## config.mk

```make
export PLATFORM = sky130hd
export DESIGN_NAME = fetch_ctrl
export DESIGN_NICKNAME = d
export VERILOG_FILES = /design/src/rtl/fetch_ctrl.sv
export SDC_FILE = /design/constraint.sdc
export NUM_CORES = 1
export LEC_CHECK = 0
export ABC_CLOCK_PERIOD_IN_PS = 5900
export BUFFER_PORTS_ARGS = -buffer_cell sky130_fd_sc_hd__buf_2
export CAP_MARGIN = 0
export CORE_MARGIN = 1
export CORE_UTILIZATION = 45
export CTS_CLUSTER_DIAMETER = 100
export DETAILED_ROUTE_END_ITERATION = 6
export HOLD_SLACK_MARGIN = 0.06
export PLACE_DENSITY_LB_ADDON = 0.15
export SLEW_MARGIN = 20
export SYNTH_ARGS = -nofsm -noshare
export SYNTH_HDL_FRONTEND = slang
export SYNTH_SLANG_ARGS = --single-unit
export TNS_END_PERCENT = 20
```

## constraint.sdc

```tcl
create_clock -name CLK -period 5.9 [get_ports CLK]
set_input_delay 0.295 -clock CLK [delete_from_list [all_inputs] [get_ports CLK]]
set_output_delay 0.295 -clock CLK [all_outputs]
set_load 0.05 [all_outputs]
```

## src/rtl/fetch_ctrl.sv

```systemverilog
// fetch_ctrl: in-order instruction fetch controller.
// Two-deep buffer/in-flight budget, PC tags, redirect squash.
module fetch_ctrl #(
  parameter int FIFO_DEPTH = 2
) (
  input  logic        CLK,
  input  logic        RST,
  input  logic        EXEC,
  input  logic [31:0] P_PC,
  input  logic        P_VALID,
  output logic        STALL,
  output logic        FLUSH,
  output logic [31:0] NEW_PC,
  input  logic        JMP_DO,
  input  logic [31:0] JMP_PC,
  input  logic        TRAP_DO,
  input  logic [31:0] TRAP_PC,
  output logic        INST_RDEN,
  output logic [31:0] INST_RDADDR,
  input  logic        INST_RDVALID,
  input  logic [31:0] INST_RDDATA,
  output logic        F_VALID,
  output logic [31:0] F_PC,
  output logic [31:0] F_INST,
  input  logic        D_READY
);

  typedef enum logic [1:0] {
    IDLE,
    FETCH,
    REDIR
  } state_t;

  localparam logic [2:0] BUDGET = 3'(FIFO_DEPTH);

  state_t      state_q;
  state_t      state_d;
  logic [1:0]  out_q;
  logic [1:0]  disc_q;
  logic [1:0]  cnt_q;
  logic [31:0] tag_q [2];
  logic        tag_wr;
  logic        tag_rd;
  logic [31:0] buf_pc [2];
  logic [31:0] buf_inst [2];
  logic        buf_wr;
  logic        buf_rd;

  logic        redirect;
  logic        issue;
  logic        rsp_drop;
  logic        rsp_live;
  logic        rsp_take;
  logic        pop;
  logic [2:0]  occ;

  assign redirect = JMP_DO | TRAP_DO;
  assign occ = {1'b0, out_q} + {1'b0, disc_q}
             + {1'b0, cnt_q};
  assign issue = (state_q == FETCH) & P_VALID
               & ~redirect & (occ < BUDGET);

  // Stale reads are always the oldest ones, so any
  // response while disc is nonzero belongs to them.
  assign rsp_drop = INST_RDVALID & (disc_q != 2'd0);
  assign rsp_live = INST_RDVALID & (disc_q == 2'd0)
                  & (out_q != 2'd0);
  assign rsp_take = rsp_live & ~redirect;
  assign pop      = F_VALID & D_READY;

  assign INST_RDEN   = issue;
  assign INST_RDADDR = P_PC;
  assign STALL       = ~issue;
  assign FLUSH       = redirect;
  assign NEW_PC      = TRAP_DO ? TRAP_PC : JMP_PC;
  assign F_VALID     = (cnt_q != 2'd0) & ~redirect;
  assign F_PC        = buf_pc[buf_rd];
  assign F_INST      = buf_inst[buf_rd];

  // State register.
  always_ff @(posedge CLK) begin
    if (RST) state_q <= IDLE;
    else     state_q <= state_d;
  end

  // Next state: a redirect wins from any state.
  always_comb begin
    state_d = state_q;
    if (redirect) begin
      state_d = REDIR;
    end else begin
      unique case (state_q)
        IDLE:    if (EXEC) state_d = FETCH;
        FETCH:   if (!EXEC) state_d = IDLE;
        REDIR:   state_d = EXEC ? FETCH : IDLE;
        default: state_d = IDLE;
      endcase
    end
  end

  // Budget counters and queue pointers.
  always_ff @(posedge CLK) begin
    if (RST) begin
      out_q  <= 2'd0;
      disc_q <= 2'd0;
      cnt_q  <= 2'd0;
      tag_wr <= 1'b0;
      tag_rd <= 1'b0;
      buf_wr <= 1'b0;
      buf_rd <= 1'b0;
    end else if (redirect) begin
      disc_q <= disc_q + out_q
              - {1'b0, rsp_drop | rsp_live};
      out_q  <= 2'd0;
      cnt_q  <= 2'd0;
      tag_wr <= 1'b0;
      tag_rd <= 1'b0;
      buf_wr <= 1'b0;
      buf_rd <= 1'b0;
    end else begin
      out_q  <= out_q + {1'b0, issue}
              - {1'b0, rsp_live};
      disc_q <= disc_q - {1'b0, rsp_drop};
      cnt_q  <= cnt_q + {1'b0, rsp_take}
              - {1'b0, pop};
      if (issue)    tag_wr <= ~tag_wr;
      if (rsp_take) tag_rd <= ~tag_rd;
      if (rsp_take) buf_wr <= ~buf_wr;
      if (pop)      buf_rd <= ~buf_rd;
    end
  end

  // Tag and buffer storage.
  always_ff @(posedge CLK) begin
    if (RST) begin
      for (int i = 0; i < 2; i++) begin
        tag_q[i]    <= 32'd0;
        buf_pc[i]   <= 32'd0;
        buf_inst[i] <= 32'd0;
      end
    end else begin
      if (issue) tag_q[tag_wr] <= P_PC;
      if (rsp_take) begin
        buf_pc[buf_wr]   <= tag_q[tag_rd];
        buf_inst[buf_wr] <= INST_RDDATA;
      end
    end
  end

endmodule

```

* After elaboration in Yosys (flattened, before gate mapping)
Memory sizes are Yosys's and may differ from the RTL's. A register that Yosys moved wholly into a read port is not among the register bits. Index checks and enable logic that the tools add are counted. W data, S select, Z words.
Storage, ports and cells: register bits after elaboration 12, bits in latches 0, memory bits (writable) 192, ROM bits 0, input bits 136, output and inout bits 132, word-level logic and storage cells 86, memories kept 3
Operators by class: $add $sub $neg 9, multiply operators 0, divide/modulo/power cells 0, $lt $le $gt $ge 1, eq/ne operators 6, shift-type cells 0, multiplexer cells 30, bitwise operators 17, reductions and logical operators 11
Memories:
- buf_inst | words 2, bits a word 32, read ports 1, clocked after memory_dff 1, wr ports 2, RTL line 45 | logic [31:0] buf_inst [2];
- buf_pc | words 2, bits a word 32, read ports 1, clocked after memory_dff 1, wr ports 2, RTL line 44 | logic [31:0] buf_pc [2];
- tag_q | words 2, bits a word 32, read ports 1, clocked after memory_dff 1, wr ports 2, RTL line 41 | logic [31:0] tag_q [2];
Operator list (number):
- $mux W32 | 4
- $reduce_or A32 Y1 | 3
- $mux W1 | 21
- $and A1 B1 Y1 | 9
- $mux W2 | 4
- $sub A2 B1 Y2 | 4
- $ne A3 B3 Y1 const B | 2
- $not A1 Y1 | 6
- $pmux W2 S3 | 1
- $reduce_bool A2 Y1 | 3
- $add A2 B1 Y2 | 2
- $logic_not A2 Y1 | 2
- $ne A2 B2 Y1 const B | 2
- $reduce_and A2 Y1 | 2
- $add A2 B2 Y3 | 1
- $add A3 B2 Y3 | 1
- $lt A3 B2 Y1 const B | 1
- $add A2 B2 Y2 | 1
- $eq A2 B1 Y1 const B | 1
- $eq A2 B2 Y1 const B | 1
- $or A1 B1 Y1 | 2
- $reduce_or A2 Y1 | 1

* Longest topological paths before layout
Gate-level depths: netlist of run 1.
depth in word-level cells 9, gate-level depth with buffers 10, mapped depth without buffers 10

* Worst setup path after synthesis of run 1
Ideal clock, no wire load.
path kind in2reg, start point input TRAP_DO, end point memory buf_inst[0][0], enable pin, setup time 0.499 ns, arrival time 4.078 ns, data required time 5.401 ns, setup slack 1.323 ns, stages on the path 5, buffers on the path 2, cell sequence buf_6 nor2_1 clkbuf_1 nand3_1 o21bai_1
RTL lines:
- from (decl) | RTL line 16 | input logic TRAP_DO,
- to (decl) | RTL line 45

* Worst setup path after layout of run 1
start point register out_q[1], end point output INST_RDEN
Between the ends: cells in the longest elaborated chain, start to end 4
Ends and longest elaborated chain:
- from (decl) | RTL line 38 | logic [1:0] out_q;
- from (signal assigned) | RTL line 121 | out_q <= out_q + {1'b0, issue}
- $add A2 B2 Y3 | RTL line 58 | assign occ = {1'b0, out_q} + {1'b0, disc_q}
- $add A3 B2 Y3 | RTL line 59 | + {1'b0, cnt_q};
- $lt A3 B2 Y1 | RTL line 61 | & ~redirect & (occ < BUDGET);
- $and A1 B1 Y1 | RTL line 61
- to (decl) | RTL line 18 | output logic INST_RDEN,
No other way between the ends.

==> results of run 1 <==
## registers in the layout, indices dropped and copies added, names as in the netlist, named ones only
register,flops
disc_q,2
buf_rd,1
state_q,2
buf_inst,64
buf_pc,64
out_q,2
cnt_q,2
tag_wr,1
tag_q,64
tag_rd,1
buf_wr,1
## worst max-delay path by stage
stage	endpoint	slack (ns)
2_1_floorplan	buf_inst[0][0]	1.32
3_3_place_gp	buf_pc[0][19]	2.54
3_5_place_dp	buf_pc[0][22]	2.50
4_1_cts	INST_RDEN	2.46
5_1_grt	INST_RDEN	2.27
6_report	INST_RDEN	2.54
## layout make-up
type | instances | area, sq um
clock buffer | 30 | 579
fill | 1743 | 9350
antenna | 3 | 7.51
tap | 275 | 344
sequential | 206 | 6050
multi-input combinational | 401 | 3140
inverter | 14 | 52.6
timing repair buffer | 282 | 1460
clock inverter | 4 | 41.3
## critical path: cells and delay by family (launching register included)
kind	cells	cell delay, ns
simple gates	2	0.88
fa+ha+maj	2	0.81
flops	1	0.37
buf+inv	3	0.52
## Yosys cell counts
| library cell | instances |
|---|---|
| sky130_fd_sc_hd__xor2_1 | 2 |
| sky130_fd_sc_hd__a21oi_1 | 3 |
| sky130_fd_sc_hd__nor2_1 | 60 |
| sky130_fd_sc_hd__and2_1 | 45 |
| sky130_fd_sc_hd__clkbuf_1 | 40 |
| sky130_fd_sc_hd__mux2i_1 | 32 |
| sky130_fd_sc_hd__buf_6 | 2 |
| sky130_fd_sc_hd__xnor2_1 | 5 |
| sky130_fd_sc_hd__o21bai_1 | 2 |
| sky130_fd_sc_hd__mux2_2 | 96 |
| sky130_fd_sc_hd__nor2b_1 | 2 |
| sky130_fd_sc_hd__clkbuf_2 | 2 |
| sky130_fd_sc_hd__inv_1 | 14 |
| sky130_fd_sc_hd__or3_1 | 3 |
| sky130_fd_sc_hd__nand4bb_1 | 1 |
| sky130_fd_sc_hd__nand2b_1 | 1 |
| sky130_fd_sc_hd__nor4_1 | 27 |
| sky130_fd_sc_hd__buf_4 | 32 |
| sky130_fd_sc_hd__buf_2 | 3 |
| sky130_fd_sc_hd__ha_1 | 10 |
| sky130_fd_sc_hd__dfxtp_1 | 14 |
| sky130_fd_sc_hd__nand3_1 | 10 |
| sky130_fd_sc_hd__and3_1 | 66 |
| sky130_fd_sc_hd__edfxtp_1 | 192 |
| sky130_fd_sc_hd__nand2_1 | 3 |
| sky130_fd_sc_hd__buf_1 | 3 |
| sky130_fd_sc_hd__a211oi_1 | 1 |
| sky130_fd_sc_hd__a21o_1 | 3 |
| sky130_fd_sc_hd__nand4_1 | 2 |
| sky130_fd_sc_hd__or2_2 | 1 |
| sky130_fd_sc_hd__and4_1 | 13 |
| sky130_fd_sc_hd__o21ai_0 | 5 |
| sky130_fd_sc_hd__o21a_1 | 1 |
| sky130_fd_sc_hd__nor3_2 | 1 |
| sky130_fd_sc_hd__nor4_4 | 2 |
| sky130_fd_sc_hd__fa_1 | 1 |
| sky130_fd_sc_hd__nor3_1 | 3 |
## power by group
group          internal, W  leakage [nW]  switching (W)
registers          0.00164          2.11      0.0000125
logic             0.000107          2.47       0.000277
clock network     0.000719         0.300       0.000498
total              0.00246          4.88       0.000787
## layer usage
metal	share of wire, %	wire (um)	up-vias
met5	0	0	-
met4	3.3	758	0
met3	6.3	1460	31
met2	50	11400	241
met1	41	9430	2948
li1	-	-	3011
## per-stage QoR
step                      std cells  cell area (sq um)
after floorplan                 703               9650
after global placement         1176              11000
after detailed placement       1176              11000
after CTS                      1211              11700
after global routing           1215              11700
final                          1215              11700
## kinds of logic (layout without fill, tap and decap cells)
| family | count (synthesis) | in the layout |
|---|---|---|
| flip-flops | 206 | 206 |
| AND/OR/NAND/NOR | 240 | 240 |
| AO/OA/AOI/OAI | 15 | 15 |
| multiplexers | 128 | 128 |
| other | 0 | 3 |
| XOR/XNOR | 7 | 7 |
| adder cells (fa/ha/maj) | 11 | 11 |
| buffers and inverters | 96 | 330 |
## what timing repair did
| action | in CTS | in global routing |
|---|---|---|
| buffers inserted | 0 | 0 |
| endpoints found under the hold margin | 1 | 0 |
| hold buffers | 1 | 0 |
==> metrics.log, run 1 <==
INFO  metric dieArea = 0.0220 sq mm
INFO  metric gp_routability_congestion = 0.921
INFO  metric number_of_buffers_created_by_cts = 21
INFO  metric most_used_cells_in_the_layout_excluding_fill_and_tap_cells = 267 x sky130_fd_sc_hd__buf_2, 192 x sky130_fd_sc_hd__edfxtp_1, 96 x sky130_fd_sc_hd__mux2_2
INFO  metric relSlewSlack = 32.7%
INFO  metric number_of_failing_hold_endpoints_at_the_final_stage = 0
INFO  metric tightestPinTransition = 1.01 ns
INFO  metric post_synth_adder_cell_area = 1.50%
INFO  metric holdPathStages = 2
INFO  metric hold_path.startpoint = INST_RDDATA[31]
INFO  metric yosysTopAreaCellShare = 59.8%
INFO  metric post-layout-total-power = 0.00325 W
INFO  metric setup.worst_path.start = out_q[1]
INFO  metric synth_simple_gate_area_share = 14.5%
INFO  metric grt_most_used_layer = met2
INFO  metric detailedRoute.firstIterationViolations = 421
INFO  metric floorplan.core_area = 0.0210 sq mm
INFO  metric global_route.overflow_total = 0
INFO  metric critPathSlowestCell = sky130_fd_sc_hd__nor3_1
INFO  metric power_per_cell_area = 278 mW/mm^2
INFO  metric ff2ff_setup_slack = 2.73 ns
INFO  metric whs = 0.100 ns
INFO  metric max_freq = 297 MHz
INFO  metric port_buffers = 267
INFO  metric area_growth = 21.0%
INFO  metric final_critical_path_setup_slack = 2.54 ns
INFO  metric path_class = reg2out
INFO  metric min_period_over_period = 57.0%
INFO  metric finish.utilization = 55.5%
INFO  metric routed-via-count = 6231
INFO  metric grt_util_met1 = 26.3%
INFO  metric synth_xor_area_share = 0.636%
INFO  metric crit_path_max_fanout = 5
INFO  metric timing.critical_path.required = 5.61 ns
INFO  metric post_cts_resized = 0
INFO  metric synth_top_family_by_area = multiplexers
INFO  metric design.final.nets = 1073
INFO  metric worstReg2RegEnd = tag_q[1][5]
INFO  metric critPathMaxStageDelay = 0.58 ns
INFO  metric h_tree_level_count = 1
INFO  metric detailed_place_hpwl = 15700 um
INFO  metric detailedRoute.firstPassIterationCount = 4
INFO  metric synth.net_count = 850
INFO  metric first_global_vias = 6001
INFO  metric setup_repair_after_global_routing_missed_its_margin = false
INFO  metric place_ws = 2.50 ns
INFO  metric clock_tree.buffer_depth = 3
INFO  metric cp_cell_sequence = inv_1 -> fa_1 -> inv_1 -> ha_1 -> nand4bb_1 -> nor3_1 -> buf_2
INFO  metric grt_util_met2 = 34.8%
INFO  metric ctsRootBufferMaster = sky130_fd_sc_hd__clkbuf_16
INFO  metric min_delay_path_class = in2reg
INFO  metric synthesis.area_per_instance = 13.7 sq um
INFO  metric overall_global_routing_resource_usage = 20.5%
INFO  metric synth_register_bits = 206
INFO  metric chipWidth = 148 um
INFO  metric synth.area.top_cells = sky130_fd_sc_hd__edfxtp_1 60%, sky130_fd_sc_hd__mux2_2 11%, sky130_fd_sc_hd__and3_1 4.3%
INFO  metric ys_warn_count = 0
INFO  metric cts.reportedPaths.clkPinSlew = 0.06 ns
INFO  metric clock_tree_from_tritoncts = built
INFO  metric r2r_start = out_q[1]
INFO  metric max_cap_viol_count = 0
INFO  metric grt_max_degree = 71
INFO  metric drtAntennaViolNets = 0
INFO  metric final-max-slew-violation-count = 0
INFO  metric synth_top_cell_by_area = sky130_fd_sc_hd__edfxtp_1
INFO  metric drive_gt1_share = 44.0%
INFO  metric critical_path_launch_point_type = register
INFO  metric setup_viol_count_final = 0
INFO  metric critPathCaptureType = primary output
INFO  metric rr_worst_depth = 8
INFO  metric worst_skew_pair.late_latency = 0.49 ns
INFO  metric max-vdd-ir-drop = 0.000159 V
INFO  metric syn-instance-count = 703
INFO  metric synth_area = 0.00965 sq mm
INFO  metric outcome = completed
INFO  metric grt_first_pass_wirelength = 33800 um
INFO  metric post_synth_mux_area_share = 14.5%
INFO  metric synth_seq_area_share = 62.7%
INFO  metric detail_route.wirelength = 23100 um
INFO  metric grt_util_met3 = 3.25%
INFO  metric worst_ep_arrival_time = 3.07 ns
INFO  metric drt-vias-per-instance = 5.13
INFO  metric static-leakage-power = 4.88 nW
INFO  metric hold_path_end = buf_inst[1][31]
INFO  metric synth_compound_area_share = 0.960%
INFO  metric yosys.cell_types.count = 37
INFO  metric numClockSinks = 206
INFO  metric setup_total_negative_slack = 0 ns
INFO  metric top_ports = 268
INFO  metric drcViolationCount = 0
INFO  metric die_height = 148 um
INFO  metric route.detailed.wl_per_inst = 19.0 um
INFO  metric critPathMostFrequentCell = sky130_fd_sc_hd__inv_1
INFO  metric most_common_cell_after_layout_fill_and_taps_aside = sky130_fd_sc_hd__buf_2
INFO  metric antenna_violations_before_repair = 3
INFO  metric fin_worst_skew = 0.0142 ns
INFO  metric initial_core_util = 45.9%
INFO  metric num_rows = 53
INFO  metric timing.final.crit_period = 3.36 ns
Power figures use the tool's default switching activity.
==> inputs of run 2 (changes only) <==
--- a/config.mk
+++ b/config.mk
@@ -5,7 +5,7 @@
 export SDC_FILE = /design/constraint.sdc
 export NUM_CORES = 1
 export LEC_CHECK = 0
-export ABC_CLOCK_PERIOD_IN_PS = 5900
+export ABC_CLOCK_PERIOD_IN_PS = 3500
 export BUFFER_PORTS_ARGS = -buffer_cell sky130_fd_sc_hd__buf_2
 export CAP_MARGIN = 0
 export CORE_MARGIN = 1
==> constraint.sdc (replaced) <==
create_clock -name CLK -period 3.5 [get_ports CLK]
set_input_delay 0.175 -clock CLK [delete_from_list [all_inputs] [get_ports CLK]]
set_output_delay 0.175 -clock CLK [all_outputs]
set_load 0.05 [all_outputs]
==> metrics.log, run 2 (synthesized netlist as in run 1, its figures left out) <==
INFO  metric num-fill-cells = 1726 (-0.98%)
INFO  metric drcViolationCount = 0 (unchanged)
INFO  metric setup_repair_after_global_routing_missed_its_margin = false
INFO  metric first_global_vias = 6260 (+4.3%)
INFO  metric p_sw = 0.00140 W (+78%)
INFO  metric ctsRootBufferMaster = sky130_fd_sc_hd__clkbuf_16
INFO  metric critical_path_launch_point_type = register
INFO  metric grt_util_met1 = 27.5% (+1.2 points)
INFO  metric cell_internal_pwr = 0.00425 W (+73%)
INFO  metric pwr-share-seq = 49.2% (-1.6 points)
INFO  metric min_delay_path_class = in2reg
INFO  metric combPwrFrac = 12.6% (+0.8 points)
INFO  metric cp_cell_sequence = inv_1 -> fa_1 -> inv_1 -> ha_1 -> nand4bb_1 -> nor3_1 -> buf_4 -> inv_1 -> buf_2
INFO  metric max_freq = 337 MHz
INFO  metric path_class = reg2out
INFO  metric relSlewSlack = 32.0% (-0.71 points)
INFO  metric timing.critical_path.required = 3.32 ns (-2.29 ns)
INFO  metric static-leakage-power = 5.22 nW (+7.0%)
INFO  metric grt_util_met2 = 37.5% (+2.7 points)
INFO  metric max-vdd-ir-drop = 0.000435 V (+170%)
INFO  metric setup_viol_count_final = 0 (unchanged)
INFO  metric hold_path_end = tag_q[0][28]
INFO  metric routed-via-count = 6531 (+4.8%)
INFO  metric crit_path_max_fanout = 5 (unchanged)
INFO  metric path_buf_inv = 5 (+2)
INFO  metric drtAntennaViolNets = 0 (unchanged)
INFO  metric num_rows = 53 (unchanged)
INFO  metric port_buffers = 267 (unchanged)
INFO  metric post-cts-setup-buffer-count = 0 (unchanged)
INFO  metric drive_gt1_share = 41.7% (-2.2 points)
INFO  metric worst_skew_pair.late_latency = 0.50 ns (about the same)
INFO  metric antenna_violations_before_repair = 1 (-2)
INFO  metric critPathMaxStageDelay = 0.54 ns (-0.04 ns)
INFO  metric clock_tree.buffer_depth = 3 (unchanged)
INFO  metric outcome = completed
INFO  metric critPathCaptureType = primary output
INFO  metric design.final.nets = 1144 (+6.6%)
INFO  metric placed_cell_areas = 0.0111 sq mm (+0.86%)
INFO  metric top_ports = 268 (unchanged)
INFO  metric gp_routability_congestion = 0.895 (-2.9%)
INFO  metric finish.utilization = 59.2% (+3.7 points)
INFO  metric overall_global_routing_resource_usage = 21.5% (+0.99 points)
INFO  metric detailedRoute.firstIterationViolations = 353 (-16%)
INFO  metric h_tree_level_count = 1 (unchanged)
INFO  metric most_common_cell_after_layout_fill_and_taps_aside = sky130_fd_sc_hd__buf_2
INFO  metric dieArea = 0.0220 sq mm (unchanged)
INFO  metric hold_path.startpoint = P_PC[28]
INFO  metric most_used_cells_in_the_layout_excluding_fill_and_tap_cells = 267 x sky130_fd_sc_hd__buf_2, 192 x sky130_fd_sc_hd__edfxtp_1, 96 x sky130_fd_sc_hd__mux2_2
INFO  metric grt_most_used_layer = met2
INFO  metric tightestPinTransition = 1.01 ns (+0.00000811 ns)
INFO  metric critPathSlowestCell = sky130_fd_sc_hd__fa_1
INFO  metric max_cap_viol_count = 0 (unchanged)
INFO  metric grt_max_degree = 69 (-2.8%)
INFO  metric route.detailed.wl_per_inst = 18.8 um (-0.95%)
INFO  metric grt_util_met3 = 3.28% (+0.031 points)
INFO  metric final_instance_area = 0.0125 sq mm (+6.7%)
INFO  metric area_growth = 29.1%
INFO  metric cts.reportedPaths.clkPinSlew = 0.06 ns (about the same)
INFO  metric clock_tree_from_tritoncts = built
INFO  metric global_route.overflow_total = 0 (unchanged)
INFO  metric drt-vias-per-instance = 5.07 (-1.0%)
INFO  metric detailed_place_hpwl = 16200 um (+3.1%)
INFO  metric numClockSinks = 206 (unchanged)
INFO  metric post_cts_resized = 0 (unchanged)
INFO  metric sw_frac_of_total = 24.7% (+0.52 points)
INFO  metric detail_route.wirelength = 24200 um (+4.9%)
INFO  metric r2r_start = out_q[1]
INFO  metric floorplan.core_area = 0.0210 sq mm (unchanged)
INFO  metric final-max-slew-violation-count = 0 (unchanged)
INFO  metric setup.worst_path.start = out_q[1]
INFO  metric number_of_failing_hold_endpoints_at_the_final_stage = 0 (unchanged)
INFO  metric detailedRoute.firstPassIterationCount = 4 (unchanged)
INFO  metric holdPathStages = 2 (unchanged)
INFO  metric fin_worst_skew = 0.0136 ns (-0.000635 ns)
INFO  metric reg_top3 = buf_inst: 64 flops, buf_pc: 64 flops, tag_q: 64 flops
INFO  metric die_height = 148 um (unchanged)
INFO  metric clock_power_share = 38.2% (+0.7 points)
INFO  metric timing.final.crit_period = 2.97 ns
INFO  metric rr_worst_depth = 9 (+1)
INFO  metric chipWidth = 148 um (unchanged)
INFO  metric initial_core_util = 45.9% (unchanged)
INFO  metric min_period_over_period = 84.9%
INFO  metric worst_ep_arrival_time = 2.80 ns (-0.27 ns)
INFO  metric ff2ff_setup_slack = 0.62 ns (-2.11 ns)
INFO  metric critPathMostFrequentCell = sky130_fd_sc_hd__inv_1
INFO  metric crit_family = adder cells
INFO  metric grt_first_pass_wirelength = 35700 um (+5.5%)
INFO  metric power_per_cell_area = 454 mW/mm^2 (+63%)
INFO  metric worstReg2RegEnd = tag_q[0][12]
INFO  metric number_of_buffers_created_by_cts = 22 (+4.8%)
-- run 2: cell count changes in the layout (fill, tap and decap cells not counted), sizes merged --
cell,previous run,this run
buf,281,287
inv,14,15
dlygate4sd3,1,65
diode,3,1
clkinv,3,6
-- run 2: worst reg2reg max path: stages (launching register included) --
cell	delay (ns)
sky130_fd_sc_hd__dfxtp_1	0.39
sky130_fd_sc_hd__inv_1	0.11
sky130_fd_sc_hd__fa_1	0.54
sky130_fd_sc_hd__inv_1	0.04
sky130_fd_sc_hd__ha_1	0.27
sky130_fd_sc_hd__nand4bb_1	0.30
sky130_fd_sc_hd__nor3_1	0.23
sky130_fd_sc_hd__buf_4	0.16
sky130_fd_sc_hd__a21o_1	0.11
sky130_fd_sc_hd__buf_4	0.38
-- run 2: worst max path at each step --
stage,to,slack (ns),cells after the start
final,STALL,0.53,9
after global routing,INST_RDEN,0.35,8
after CTS,STALL,0.51,9
after detailed placement,tag_q[0][22],0.61,9
after global placement,tag_q[0][22],0.67,9
after floorplan,buf_inst[0][0],-0.96,5
-- run 2: power groups by stage --
stage	sequential [W]	clock (W)	combinational, W
6_report	0.00278	0.00216	0.000715
4_1_cts	0.00278	0.00221	0.000718
5_1_grt	0.00279	0.00230	0.000750
3_5_place_dp	0.00283	0	0.000660
2_1_floorplan	0.00283	0	0.000461
3_3_place_gp	0.00283	0	0.000659
-- run 2: timing repair --
item                                   CTS  global route
setup endpoints to repair                0             0
endpoints found under the hold margin  128             0
hold buffers                            65             0
-- run 2: area by class of cell --
| type | count | area (sq um) | share of cell area [%] |
|---|---|---|---|
| antenna | 1 | 2.50 | 0.0201 |
| multi-input combinational | 401 | 3140 | 25.2 |
| sequential | 206 | 6050 | 48.6 |
| tap | 275 | 344 | 2.76 |
| timing repair buffer | 352 | 2190 | 17.6 |
| clock inverter | 8 | 80.1 | 0.643 |
| inverter | 14 | 52.6 | 0.422 |
| clock buffer | 30 | 591 | 4.74 |
-- run 2: per-stage QoR --
stage | worst slack (ns) | hold slack, ns | power [W] | std cells | setup TNS (ns)
3_5_place_dp | 0.609 | 0.413 | 0.00349 | 1182 | 0
3_3_place_gp | 0.671 | 0.403 | 0.00349 | 1182 | 0
2_1_floorplan | -0.957 | 0.321 | 0.00329 | 703 | -161.08
6_report | 0.529 | 0.0883 | 0.00565 | 1287 | 0
5_1_grt | 0.353 | 0.0824 | 0.00583 | 1287 | 0
4_1_cts | 0.505 | 0.0652 | 0.00571 | 1285 | 0
-- run 2: per-layer routing --
layer | wire, um | vias up
met5 | 0 | -
met4 | 642 | 0
met3 | 1490 | 24
met2 | 12100 | 254
met1 | 9950 | 3098
li1 | - | 3155
